File: config.mk
export PLATFORM = sky130hd
export DESIGN_NAME = hazard_history_unit
export DESIGN_NICKNAME = d
export VERILOG_FILES = /design/src/rtl/hazard_history_unit.sv
export SDC_FILE = /design/constraint.sdc
export NUM_CORES = 1
export LEC_CHECK = 0
export ABC_AREA = 0
export BUFFER_PORTS_ARGS = -buffer_cell sky130_fd_sc_hd__buf_2
export CELL_PAD_IN_SITES_DETAIL_PLACEMENT = 1
export CELL_PAD_IN_SITES_GLOBAL_PLACEMENT = 2
export CORE_MARGIN = 2
export CORE_UTILIZATION = 35
export DETAILED_ROUTE_END_ITERATION = 6
export PLACE_DENSITY_LB_ADDON = 0.1
export REMOVE_ABC_BUFFERS = 1
export SLEW_MARGIN = 20
export SYNTH_ARGS = -nofsm -noshare
export SYNTH_HDL_FRONTEND = slang
export SYNTH_SLANG_ARGS = --single-unit
File: constraint.sdc
create_clock -name clk -period 2.8 [get_ports clk]
set_input_delay 0.14 -clock clk [delete_from_list [all_inputs] [get_ports clk]]
set_output_delay 0.14 -clock clk [all_outputs]
set_load 0.05 [all_outputs]
File: src/rtl/hazard_history_unit.sv
// Two-deep destination history for forwarding, plus load-use stall, branch flush
// and saturating event counters.
module hazard_history_unit #(
  parameter int unsigned LU_STALLS    = 1,
  parameter int unsigned FLUSH_CYCLES = 2,
  parameter int unsigned CNT_W        = 16
) (
  input  logic             clk,
  input  logic             rst_n,
  input  logic             ext_hold,
  input  logic             dec_valid,
  input  logic             dec_we,
  input  logic             dec_wsel,
  input  logic [1:0]       dec_ra,
  input  logic [1:0]       dec_rb,
  input  logic [2:0]       dec_data_sel,
  input  logic             dec_reads_a,
  input  logic             dec_reads_b,
  input  logic             branch_taken,
  output logic             prev_we,
  output logic             pprev_we,
  output logic             prev_wsel,
  output logic             pprev_wsel,
  output logic [1:0]       prev_waddr,
  output logic [1:0]       pprev_waddr,
  output logic [2:0]       prev_data_sel,
  output logic [2:0]       pprev_data_sel,
  output logic             stall,
  output logic             flush,
  output logic [CNT_W-1:0] stall_cnt,
  output logic [CNT_W-1:0] flush_cnt
);

  localparam logic [1:0] ST_RUN   = 2'd0;
  localparam logic [1:0] ST_LU    = 2'd1;
  localparam logic [1:0] ST_FLUSH = 2'd2;

  localparam int unsigned MAXB = (LU_STALLS > FLUSH_CYCLES) ? LU_STALLS : FLUSH_CYCLES;
  localparam int unsigned CW   = (MAXB > 2) ? $clog2(MAXB) : 1;

  // cnt counts the bubbles still owed after the current cycle, so the
  // triggering cycle itself is the first of LU_STALLS / FLUSH_CYCLES bubbles.
  localparam logic [CW-1:0] LU_LOAD = CW'((LU_STALLS > 1) ? LU_STALLS - 2 : 0);
  localparam logic [CW-1:0] FL_LOAD = CW'((FLUSH_CYCLES > 1) ? FLUSH_CYCLES - 2 : 0);

  // History entry layout: {we, wsel, waddr[1:0], data_sel[2:0]}
  logic [6:0]       r_prev;
  logic [6:0]       r_pprev;
  logic [1:0]       r_state;
  logic [CW-1:0]    r_cnt;
  logic [CNT_W-1:0] r_stall_cnt;
  logic [CNT_W-1:0] r_flush_cnt;

  logic [1:0]    w_dest;
  logic [6:0]    w_entry;
  logic          w_lu_hit;
  logic          w_shift;
  logic          w_bubble;
  logic [1:0]    w_state_nxt;
  logic [CW-1:0] w_cnt_nxt;
  logic          w_stall_inc;
  logic          w_flush_inc;

  assign w_dest  = dec_wsel ? dec_rb : dec_ra;
  assign w_entry = {dec_valid & dec_we, dec_wsel, w_dest, dec_data_sel};

  // SP (r3) is excluded: its value is never sourced from a load.
  assign w_lu_hit = dec_valid && r_prev[6] && (r_prev[2:0] == 3'b000) &&
                    (r_prev[4:3] != 2'b11) &&
                    ((dec_reads_a && (dec_ra == r_prev[4:3])) ||
                     (dec_reads_b && (dec_rb == r_prev[4:3])));

  always_comb begin
    stall       = 1'b0;
    flush       = 1'b0;
    w_shift     = 1'b1;
    w_bubble    = 1'b1;
    w_state_nxt = r_state;
    w_cnt_nxt   = r_cnt;
    w_stall_inc = 1'b0;
    w_flush_inc = 1'b0;
    if (ext_hold) begin
      stall   = 1'b1;
      w_shift = 1'b0;
    end else if (branch_taken) begin
      flush       = 1'b1;
      w_flush_inc = 1'b1;
      w_state_nxt = (FLUSH_CYCLES > 1) ? ST_FLUSH : ST_RUN;
      w_cnt_nxt   = FL_LOAD;
    end else begin
      case (r_state)
        ST_LU: begin
          stall = 1'b1;
          if (r_cnt == '0) w_state_nxt = ST_RUN;
          else             w_cnt_nxt   = r_cnt - CW'(1);
        end
        ST_FLUSH: begin
          flush = 1'b1;
          if (r_cnt == '0) w_state_nxt = ST_RUN;
          else             w_cnt_nxt   = r_cnt - CW'(1);
        end
        default: begin
          w_state_nxt = ST_RUN;
          if (w_lu_hit) begin
            stall       = 1'b1;
            w_stall_inc = 1'b1;
            w_state_nxt = (LU_STALLS > 1) ? ST_LU : ST_RUN;
            w_cnt_nxt   = LU_LOAD;
          end else begin
            w_bubble = 1'b0;
          end
        end
      endcase
    end
  end

  always_ff @(posedge clk or negedge rst_n) begin
    if (!rst_n) begin
      r_prev      <= '0;
      r_pprev     <= '0;
      r_state     <= ST_RUN;
      r_cnt       <= '0;
      r_stall_cnt <= '0;
      r_flush_cnt <= '0;
    end else if (w_shift) begin
      r_pprev <= r_prev;
      r_prev  <= w_bubble ? 7'b0 : w_entry;
      r_state <= w_state_nxt;
      r_cnt   <= w_cnt_nxt;
      if (w_stall_inc && (r_stall_cnt != '1)) r_stall_cnt <= r_stall_cnt + CNT_W'(1);
      if (w_flush_inc && (r_flush_cnt != '1)) r_flush_cnt <= r_flush_cnt + CNT_W'(1);
    end
  end

  assign prev_we        = r_prev[6];
  assign prev_wsel      = r_prev[5];
  assign prev_waddr     = r_prev[4:3];
  assign prev_data_sel  = r_prev[2:0];
  assign pprev_we       = r_pprev[6];
  assign pprev_wsel     = r_pprev[5];
  assign pprev_waddr    = r_pprev[4:3];
  assign pprev_data_sel = r_pprev[2:0];
  assign stall_cnt      = r_stall_cnt;
  assign flush_cnt      = r_flush_cnt;

endmodule

## Word level (Yosys, flattened, before mapping)

Index checks and enable logic that the tools add are counted.

- Logic and storage cells: 59
- Bits in registers: 49
- Input bits: 16
- Output and inout bits: 48

- Bitwise operators: 2
- Add/sub/neg operators: 3
- Equality and inequality tests: 8
- Reductions and logical operators: 16
- Muxes and demuxes: 24

Operators by type and width:

| cell | number |
|---|---|
| $add 16x1->16 const B | 2 |
| $ne 16x16->1 const B | 2 |
| $mux 1 | 18 |
| $logic_and 1x1->1 | 8 |
| $mux 2 | 4 |
| $reduce_and 2->1 | 4 |
| $mux 7 | 1 |
| $eq 2x2->1 | 2 |
| $logic_not 3->1 | 1 |
| $ne 3x3->1 const B | 1 |
| $reduce_bool 3->1 | 1 |
| $eq 2x1->1 const B | 1 |
| $eq 2x2->1 const B | 1 |
| $ne 2x2->1 const B | 1 |
| $pmux 1 s2 | 1 |
| $reduce_or 2->1 | 1 |
| $and 1x1->1 | 1 |
| $logic_or 1x1->1 | 1 |
| $not 1->1 | 1 |
| $sub 1x1->1 const B | 1 |

## Depth between registers and ports, before layout

Gate-level depths: netlist (run 1).

- Depth after elaboration: 10
- Depth in mapped cells: 8
- Gate-level depth less buffers: 6

## Worst setup path before layout (run 1)

No wires, ideal clock.

- Kind: register -> register
- From: register r_prev[3]
- To: register r_stall_cnt[14], in the netlist stall_cnt[14]
- Stages on the path, launching flop included: 9
- Required time: 2.658 ns
- Data arrival time: 1.855 ns
- Setup slack: 0.803 ns
- Buffers on the path: 2
- Period minus slack after synthesis: 1.997 ns
- Library setup time: 0.142 ns
- Cells stage by stage: dfrtp_1 -> xnor2_1 -> nand3_1 -> a21oi_2 -> and4bb_1 -> buf_6 -> buf_8 -> nand4_1 -> xnor2_1

- Word-level cells in the longest chain between the ends: 10
- Elaborated cells on any way between the ends: 14
- Those cells by class: eq/ne: 3; mux: 4; reduce/logical: 7

RTL lines:

| what | RTL line | text |
|---|---|---|
| from (decl) | 47 | `logic [6:0] r_prev;` |
| from (signal assigned) | 127 | `r_prev <= w_bubble ? 7'b0 : w_entry;` |
| $eq 2x2->1, on equally long branches | 70, 71 |  |
| $logic_and 1x1->1, on equally long branches | 70, 71 |  |
| $logic_or 1x1->1 | 70 | `((dec_reads_a && (dec_ra == r_prev[4:3])) \|\|` |
| $logic_and 1x1->1 (*) | 69 | `(r_prev[4:3] != 2'b11) &&` |
| $mux 1 (*) | 104 | `if (w_lu_hit) begin` |
| $mux 1 (*) | 91 | `case (r_state)` |
| $mux 1 (*) | 85 | `end else if (branch_taken) begin` |
| $mux 1 (*) | 82 | `if (ext_hold) begin` |
| $logic_and 1x1->1 (*) | 130 | `if (w_stall_inc && (r_stall_cnt != '1)) r_stall_cnt <= r_stall_cnt + CNT_W'(1);` |
| $reduce_and 2->1 (no line) (*) | - |  |
| to (signal assigned) | 130 |  |
| to (decl) | 51 | `logic [CNT_W-1:0] r_stall_cnt;` |

Mark *: on every way between the ends. The rest lies on a longest branch, timed or not.
A chain may end at the register's enable or synchronous reset.

## Final worst setup path (run 1)

- From: register r_prev[3]
- To: register r_stall_cnt[1], in the netlist stall_cnt[1]

The elaborated chain is that of the path after synthesis.

==> impl_metrics.ini, run 1 <==
[power_and_ir_drop]
p_leak_nw = 1.33
peakVddDrop_mv = 0.253
power.density_nw_per_um2 = 635
finalPower_mw = 1.67

[place]
place_inst = 313
gp_congestion = 0.735
hpwl_um = 3640
io_buffers = 63

[yosys]
ys_seq_elements = 47
yosys_warnings = 0
syn_area_um2 = 2130
seq_area_frac_synth_pct = 55.1
syn_inst = 179
synth_cell_type_count = 30
syn_avg_cell_area_um2 = 11.9

[setup_path]
crit_chain = a21oi_1 -> nand4_1 -> a21oi_2 -> and4bb_1 -> mux2_2
r2r_start = r_prev[3]
startpoint = r_prev[3]
cp-end-kind = flop
endpoint = stall_cnt[1]
critical_path_buf_inv_count = 0
cpPeakStageDelay_ps = 620
r2r-end = stall_cnt[1]
r2r_slack_ps = 700
crit_fanout = 16
path_class = reg -> reg
worstPathArrival_ps = 2280
crit_cells = 5
start_kind = flop
cp_slowest_cell = and4bb_1
rr_worst_depth = 5
required_ps = 2990
crit_family = simple AND/OR/NAND/NOR gates

[grt]
grt_util_met2_pct = 26.5
antenna_found_initial = 0
overflow = 0
grt_use_met3_pct = 4.40
grt_use_total_pct = 15.8
use_met1_pct = 20.0
grt_max_degree = 30
first_global_vias = 1640
grt_busiest_layer = met2
grt_pass1_wl_um = 8070

[sta]
slew_headroom_pct = 50.1
fmax_mhz = 477
setup_violations = 0
setup_tns_ps = 0
rsz0062_at_grt = false
hold_violations = 0
finalCriticalPeriod_ps = 2100
skew_ps = 6.83
final.period_utilization_pct = 74.9
drv_slew = 0
tightest_slew_ps = 742

[floorplanning]
die_w_um = 82.1
ios = 64
fp.dieArea_um2 = 6740
rows = 28
die_h_um = 82.1
coreArea_um2 = 5920
initial_core_util_pct = 36.0

[route]
wl_per_cell_um = 15.1
ant_nets = 0
via_per_inst = 5.06
drc = 0
wirelength_um = 4860
first_pass_iters = 6
drtIter0Drc = 49
vias = 1629

[clock_tree]
htreeDepth = 2
cts_setup_buffers = 0
cts_tree = done
cts_root_buffer = clkbuf_8
cts.repair.resized = 0
cts_hold_buf = 1
clkTransAtPathRegs_ps = 80
clkLatencyLatePin_ps = 300
clock-sinks = 47
numCtsBuffers = 5
clockBufferDepth = 2

[final_layout]
postLayoutCoreUtil_pct = 44.3
drive_above_1_share_pct = 34.4
area_growth_pct = 22.9
insertedDiodeCount = 0
final_net_count = 264
stdcell_count = 322
mostFrequentLayoutCells = buf_2, dfrtp_1, xnor2_1
nFillCells = 686
mostFrequentLayoutCell = buf_2

[min_path]
worstHoldPathType = in -> reg

[status]
status = finished, final reports clean

[run]
maxCapViolations = 0
-- power by group --
group	leakage, nW	switching (mW)	internal [mW]
combinational	0.651	0.304	0.111
sequential	0.627	0.0630	0.737
clock	0.0515	0.225	0.226
total	1.33	0.592	1.07
-- layout make-up --
class                   instances  area [µm²]  share of cell area (%)
inverters                       4        15.0                   0.573
well taps                      75        93.8                    3.58
multi-input cells             123         903                    34.5
flip-flops and latches         47        1180                    44.9
repair buffers                 65         333                    12.7
clock buffers                   8         100                    3.82
-- cells by family (layout without fill, tap and decap cells) --
| family | after synthesis | count (layout) | share of synthesized area [%] |
|---|---|---|---|
| AOI/OAI and AO/OA | 13 | 13 | 4.75 |
| xor gates and xnor gates | 32 | 32 | 13.1 |
| adders and majority gates | 2 | 2 | 1.17 |
| buffers and inverters | 9 | 77 | 2.52 |
| DFF | 47 | 47 | 55.1 |
| muxes | 12 | 12 | 6.28 |
| and+or+nand+nor | 64 | 64 | 17.0 |
-- sequential cells by signal, summed over array words and instances (netlist names) --
register	flops
flush_cnt	16
r_state	1
r_pprev	7
r_prev	7
stall_cnt	16
-- cell usage after synthesis --
master	instances	area (µm²)
a21o_1	2	15.0
a21oi_1	3	15.0
a21oi_2	1	8.76
a22o_1	6	52.6
a32o_1	1	10.0
and2_1	2	12.5
and3_1	6	37.5
and4_1	3	26.3
and4bb_1	1	12.5
buf_2	1	5.00
buf_6	1	11.3
buf_8	1	15.0
clkbuf_1	2	7.51
dfrtp_1	47	1180
ha_1	2	25.0
inv_1	4	15.0
mux2_2	11	124
mux2i_1	1	10.0
nand2_1	8	30.0
nand3_1	12	60.1
nand4_1	14	87.6
nor2_1	11	41.3
nor2b_1	2	12.5
nor3_1	1	5.00
nor3_2	1	10.0
nor4_2	1	12.5
nor4b_1	1	8.76
or3_1	1	6.26
xnor2_1	28	245
xor2_1	4	35.0
-- per-stage QoR --
step,worst slack [ps],area [µm²],hold WS [ps]
final,704,2620,58.0
after global routing,515,2620,48.2
after CTS,678,2620,50.3
after detailed placement,698,2510,225
after global placement,707,2510,218
after floorplan,683,2090,-156
-- worst min-delay path by stage --
| stage | from | end | cells past startpoint |
|---|---|---|---|
| global placement | rst_n | r_pprev[5] | 1 |
| CTS | dec_data_sel[1] | r_prev[1] | 2 |
| detailed placement | rst_n | r_pprev[5] | 1 |
| floorplan | rst_n | flush_cnt[0] | 0 |
| finish | dec_data_sel[2] | r_prev[2] | 2 |
| global route | dec_data_sel[2] | r_prev[2] | 2 |
-- per-layer routing --
metal	routed length [µm]	vias to the layer above
li1	-	766
met1	2240	817
met2	2310	41
met3	266	5
met4	36	0
met5	0	-
(Power assumes the default switching activity.)
==> run 2: changes to the inputs <==
Settings changed: CORE_UTILIZATION 35 to 29.
Clock period 2.8 ns to 1.9 ns, I/O delays scaled along.
==> run 2 against run 1 <==
  * Cell area up 5.8%
  * Sequential share of layout area down 2.4 points
  * Clock skew down 3.3 ps
  * Die area up 20%
  * Non-clock buffer count up 17
  * Power up 45%
  * Sequential power up 46%
  * Critical path depth up 1
  * Clock power up 31%
  * Fmax up 18%
  * Largest cell class unchanged
==> impl_metrics.ini, run 2 (synthesized netlist as in run 1, its figures left out) <==
[status]
status = finished, final reports clean

[sta]
hold_violations = 0
slew_headroom_pct = 51.0
hold_ws_ps = 53.2
rsz0062_at_grt = false
tightest_slew_ps = 729
fmax_mhz = 564
skew_ps = 3.56
finalCriticalPeriod_ps = 1770
drv_slew = 0
setup_tns_ps = 0
setup_violations = 0
final.period_utilization_pct = 93.4

[min_path]
min_to = r_prev[6]
holdPathStages = 2
min_from = dec_we
worstHoldPathType = in -> reg

[place]
gp_congestion = 0.785
io_buffers = 63
hpwl_um = 3920
place_inst = 350

[grt]
overflow = 0
first_global_vias = 1776
grt_max_degree = 20
grt_pass1_wl_um = 8920
antenna_found_initial = 0
grt_use_total_pct = 13.8

[floorplanning]
rows = 31
initial_core_util_pct = 29.7
die_w_um = 89.8
coreArea_um2 = 7180
fp.dieArea_um2 = 8060
die_h_um = 89.8
ios = 64

[clock_tree]
clkTransAtPathRegs_ps = 80
clock-sinks = 47
clockBufferDepth = 2
htreeDepth = 2
cts_tree = done
clkLatencyLatePin_ps = 300
numCtsBuffers = 5
cts_root_buffer = clkbuf_8

[setup_path]
crit_fanout = 7
rr_worst_depth = 6
worstPathArrival_ps = 2010
r2r_start = r_prev[3]
cp-end-kind = flop
cpPeakStageDelay_ps = 540
r2r-end = r_prev[6]
start_kind = flop
r2r_slack_ps = 130
path_class = reg -> reg
cp_slowest_cell = nor4_2
crit_chain = xnor2_1 -> nand3_1 -> a21oi_2 -> buf_4 -> nor4_2 -> a32o_1
required_ps = 2140

[route]
vias = 1668
drc = 0
first_pass_iters = 4
ant_nets = 0
wl_per_cell_um = 14.4
via_per_inst = 4.60
wirelength_um = 5220
drtIter0Drc = 23

[power_and_ir_drop]
finalPower_mw = 2.41
power.density_nw_per_um2 = 870
p_leak_nw = 1.40
peakVddDrop_mv = 0.275

[final_layout]
stdcell_count = 363
area_growth_pct = 30.0
mostFrequentLayoutCell = buf_2
final_net_count = 281
insertedDiodeCount = 0
drive_above_1_share_pct = 38.3
mostFrequentLayoutCells = buf_2, dfrtp_1, xnor2_1

[run]
maxCapViolations = 0
-- run 2: repair_timing --
action / 4_1_cts / 5_1_grt
resized for setup: 0 / 3
endpoints found under the setup margin: 0 / 13
endpoints found under the hold margin: 18 / 0
setup buffers: 0 / 1
hold buffers: 4 / 0
-- run 2: worst max-delay path by stage --
stage               slack (ps)            to  depth (start not counted)    startpoint
floorplan                 -220  stall_cnt[1]                          5     r_prev[3]
global placement           150  stall_cnt[1]                          6  stall_cnt[0]
detailed placement          60  stall_cnt[1]                          6     r_prev[3]
CTS                         40  stall_cnt[1]                          6     r_prev[3]
global route                 9     r_prev[6]                          6     r_prev[3]
finish                     130     r_prev[6]                          6     r_prev[3]
-- run 2: layer usage --
metal  vias to the layer above  GRT usage (%)  routed length (µm)
met5                         -              0                   0
met4                         0           4.62                  74
met3                         8           3.44                 224
met2                        39           22.9                2530
met1                       822           17.7                2390
li1                        799              -                   -
-- run 2: where the power goes --
group          switching, mW  internal [mW]  total, mW
sequential            0.0867           1.09       1.17
combinational          0.463          0.185      0.648
clock                  0.333          0.259      0.592
total                  0.883           1.53       2.41
-- run 2: cell type report --
cell class	count	area (µm²)
tap	99	124
inverter	4	15.0
fill	846	4400
clock buffer	7	76.3
timing repair buffer	82	468
sequential	47	1180
multi-input combinational	123	907
clock inverter	1	5.00
-- run 2: metrics by stage --
stage | utilization [%] | setup WS (ps) | cell area [µm²]
finish | 38.7 | 126 | 2770
global placement | 36.8 | 148 | 2640
floorplan | - | -217 | 2090
global route | 38.7 | 9.20 | 2770
detailed placement | 36.8 | 62.0 | 2640
CTS | 38.5 | 41.6 | 2760
-- run 2: critical path, delay by kind of cell (launching register included) --
family / cells / cell delay [ps]
buffers and inverters: 1 / 130
AO/OA/AOI/OAI: 2 / 340
flip-flops: 1 / 460
XOR/XNOR: 1 / 140
AND/OR/NAND/NOR: 2 / 630
==> run 3: changes to the inputs <==
Settings changed: GPL_TIMING_DRIVEN from default to 0, PLACE_DENSITY_LB_ADDON 0.1 to 0.3.
==> run 3 against run 2 <==
  * Combinational power down 4.2%
  * Core utilization down 0.63 points
  * Die area unchanged
  * Critical endpoint is now stall_cnt[1]
==> impl_metrics.ini, run 3 (synthesized netlist as in run 1, its figures left out) <==
[grt]
grt_use_total_pct = 13.0
overflow = 0
antenna_found_initial = 0
first_global_vias = 1654
grt_max_degree = 48
grt_pass1_wl_um = 8520

[run]
maxCapViolations = 0

[sta]
setup_violations = 0
setup_tns_ps = 0
tightest_slew_ps = 615
skew_ps = 7.90
fmax_mhz = 553
drv_slew = 0
hold_violations = 0
slew_headroom_pct = 59.0
hold_ws_ps = 27.0
final.period_utilization_pct = 95.1
layout_setup_ws_ps = 92.8
finalCriticalPeriod_ps = 1810

[route]
wirelength_um = 5130
wl_per_cell_um = 14.6
topRoutingLayerUsed = met4
wl_met3_um = 243
drtIter0Drc = 35
first_pass_iters = 4
via_per_inst = 4.72
vias = 1651
met2_length_um = 2290
wl_met1_um = 2530
ant_nets = 0
drc = 0

[setup_path]
cp-end-kind = flop
cp_slowest_cell = dfrtp_2
cpPeakStageDelay_ps = 470
start_kind = flop
crit_chain = xnor2_1 -> nand3_1 -> a21oi_4 -> and4bb_4 -> mux2_2
worstPathArrival_ps = 1990
path_class = reg -> reg
crit_fanout = 8
required_ps = 2090

[floorplanning]
die_h_um = 89.8
rows = 31
ios = 64
die_w_um = 89.8
coreArea_um2 = 7180
fp.dieArea_um2 = 8060
initial_core_util_pct = 29.7

[power_and_ir_drop]
p_sw_share_pct = 37.1
finalPower_mw = 2.40
switchingPower_mw = 0.891
power_frac_seq_pct = 49.1
clkPwrFrac_pct = 25.0
p_comb_share_pct = 25.9
p_leak_nw = 1.35
peakVddDrop_mv = 0.796
cellInternalPower_mw = 1.51
power.density_nw_per_um2 = 881

[status]
status = finished, final reports clean

[place]
dp_slack_ps = -264
io_buffers = 63
hpwl_um = 3520
gp_congestion = 0.704

[clock_tree]
htreeDepth = 2
clock-sinks = 47
clkLatencyLatePin_ps = 300
cts_root_buffer = clkbuf_8
clockBufferDepth = 2
cts_tree = done
numCtsBuffers = 5
clkTransAtPathRegs_ps = 90

[final_layout]
final_net_count = 268
mostFrequentLayoutCell = buf_2
insertedDiodeCount = 0
area_growth_pct = 27.9
drive_above_1_share_pct = 38.2
mostFrequentLayoutCells = buf_2, dfrtp_1, xnor2_1
nFillCells = 821

[min_path]
worstHoldPathType = in -> reg
## run 3: cell count changes in the layout (fill, tap and decap cells not counted), moves of 2 or more
cell	delta
and4bb_4	+2
clkinvlp_4	+2
nor2_2	+2
buf_2	-2
buf_4	-12
clkbuf_1	-2
nor2_1	-2
## run 3: repair_timing
action | 4_1_cts | 5_1_grt
endpoints found under the hold margin | 48 | 1
buffers inserted | 1 | 1
gates resized for setup | 3 | 11
setup endpoints to repair | 16 | 10
pin swaps | 0 | 2
hold buffers | 2 | 1
cloned | 1 | 0
## run 3: power groups by stage
stage	Clock, mW	Combinational [mW]	Sequential [mW]
3_3_place_gp	0	0.612	1.20
4_1_cts	0.638	0.625	1.18
5_1_grt	0.674	0.663	1.20
2_1_floorplan	0	0.147	1.48
6_report	0.601	0.621	1.18
3_5_place_dp	0	0.616	1.20
## run 3: final cells by class
class,count,area [µm²],share of cell area [%]
well taps,99,124,4.54
repair buffers,68,365,13.4
multi-input cells,124,956,35.0
clock inverters,3,20.0,0.734
flip-flops and latches,47,1180,43.2
inverters,4,15.0,0.550
clock buffers,5,68.8,2.52
## run 3: per-layer routing
metal / vias to the layer above / track usage, %
met2: 47 / 19.6
met5: - / 0
met3: 6 / 3.52
met1: 825 / 18.2
li1: 773 / -
met4: 0 / 4.23
## run 3: through the flow
stage          instance area, µm²  util [%]  instances
2_1_floorplan                2090         -        174
3_3_place_gp                 2530      35.3        336
3_5_place_dp                 2540      35.3        336
4_1_cts                      2680      37.3        348
5_1_grt                      2730      38.0        350
6_report                     2730      38.0        350
## run 3: path summary, 6_finish.rpt
kind	from	end	slack, ps	depth (start not counted)
max in group asynchronous	rst_n	stall_cnt[2]	1100	2
min	dec_data_sel[0]	r_prev[0]	30	2
max	r_prev[4]	stall_cnt[1]	90	5
max reg2reg	r_prev[4]	stall_cnt[1]	90	5
min in group asynchronous	rst_n	r_prev[2]	360	2
min reg2reg	stall_cnt[5]	stall_cnt[5]	490	1
## run 3: worst max-delay path: cells and delay by family (launching register included)
kind	cells	cell delay (ps)
simple gates	2	490
flops	1	470
mux	1	350
compound gates	1	230
xor+xnor	1	170
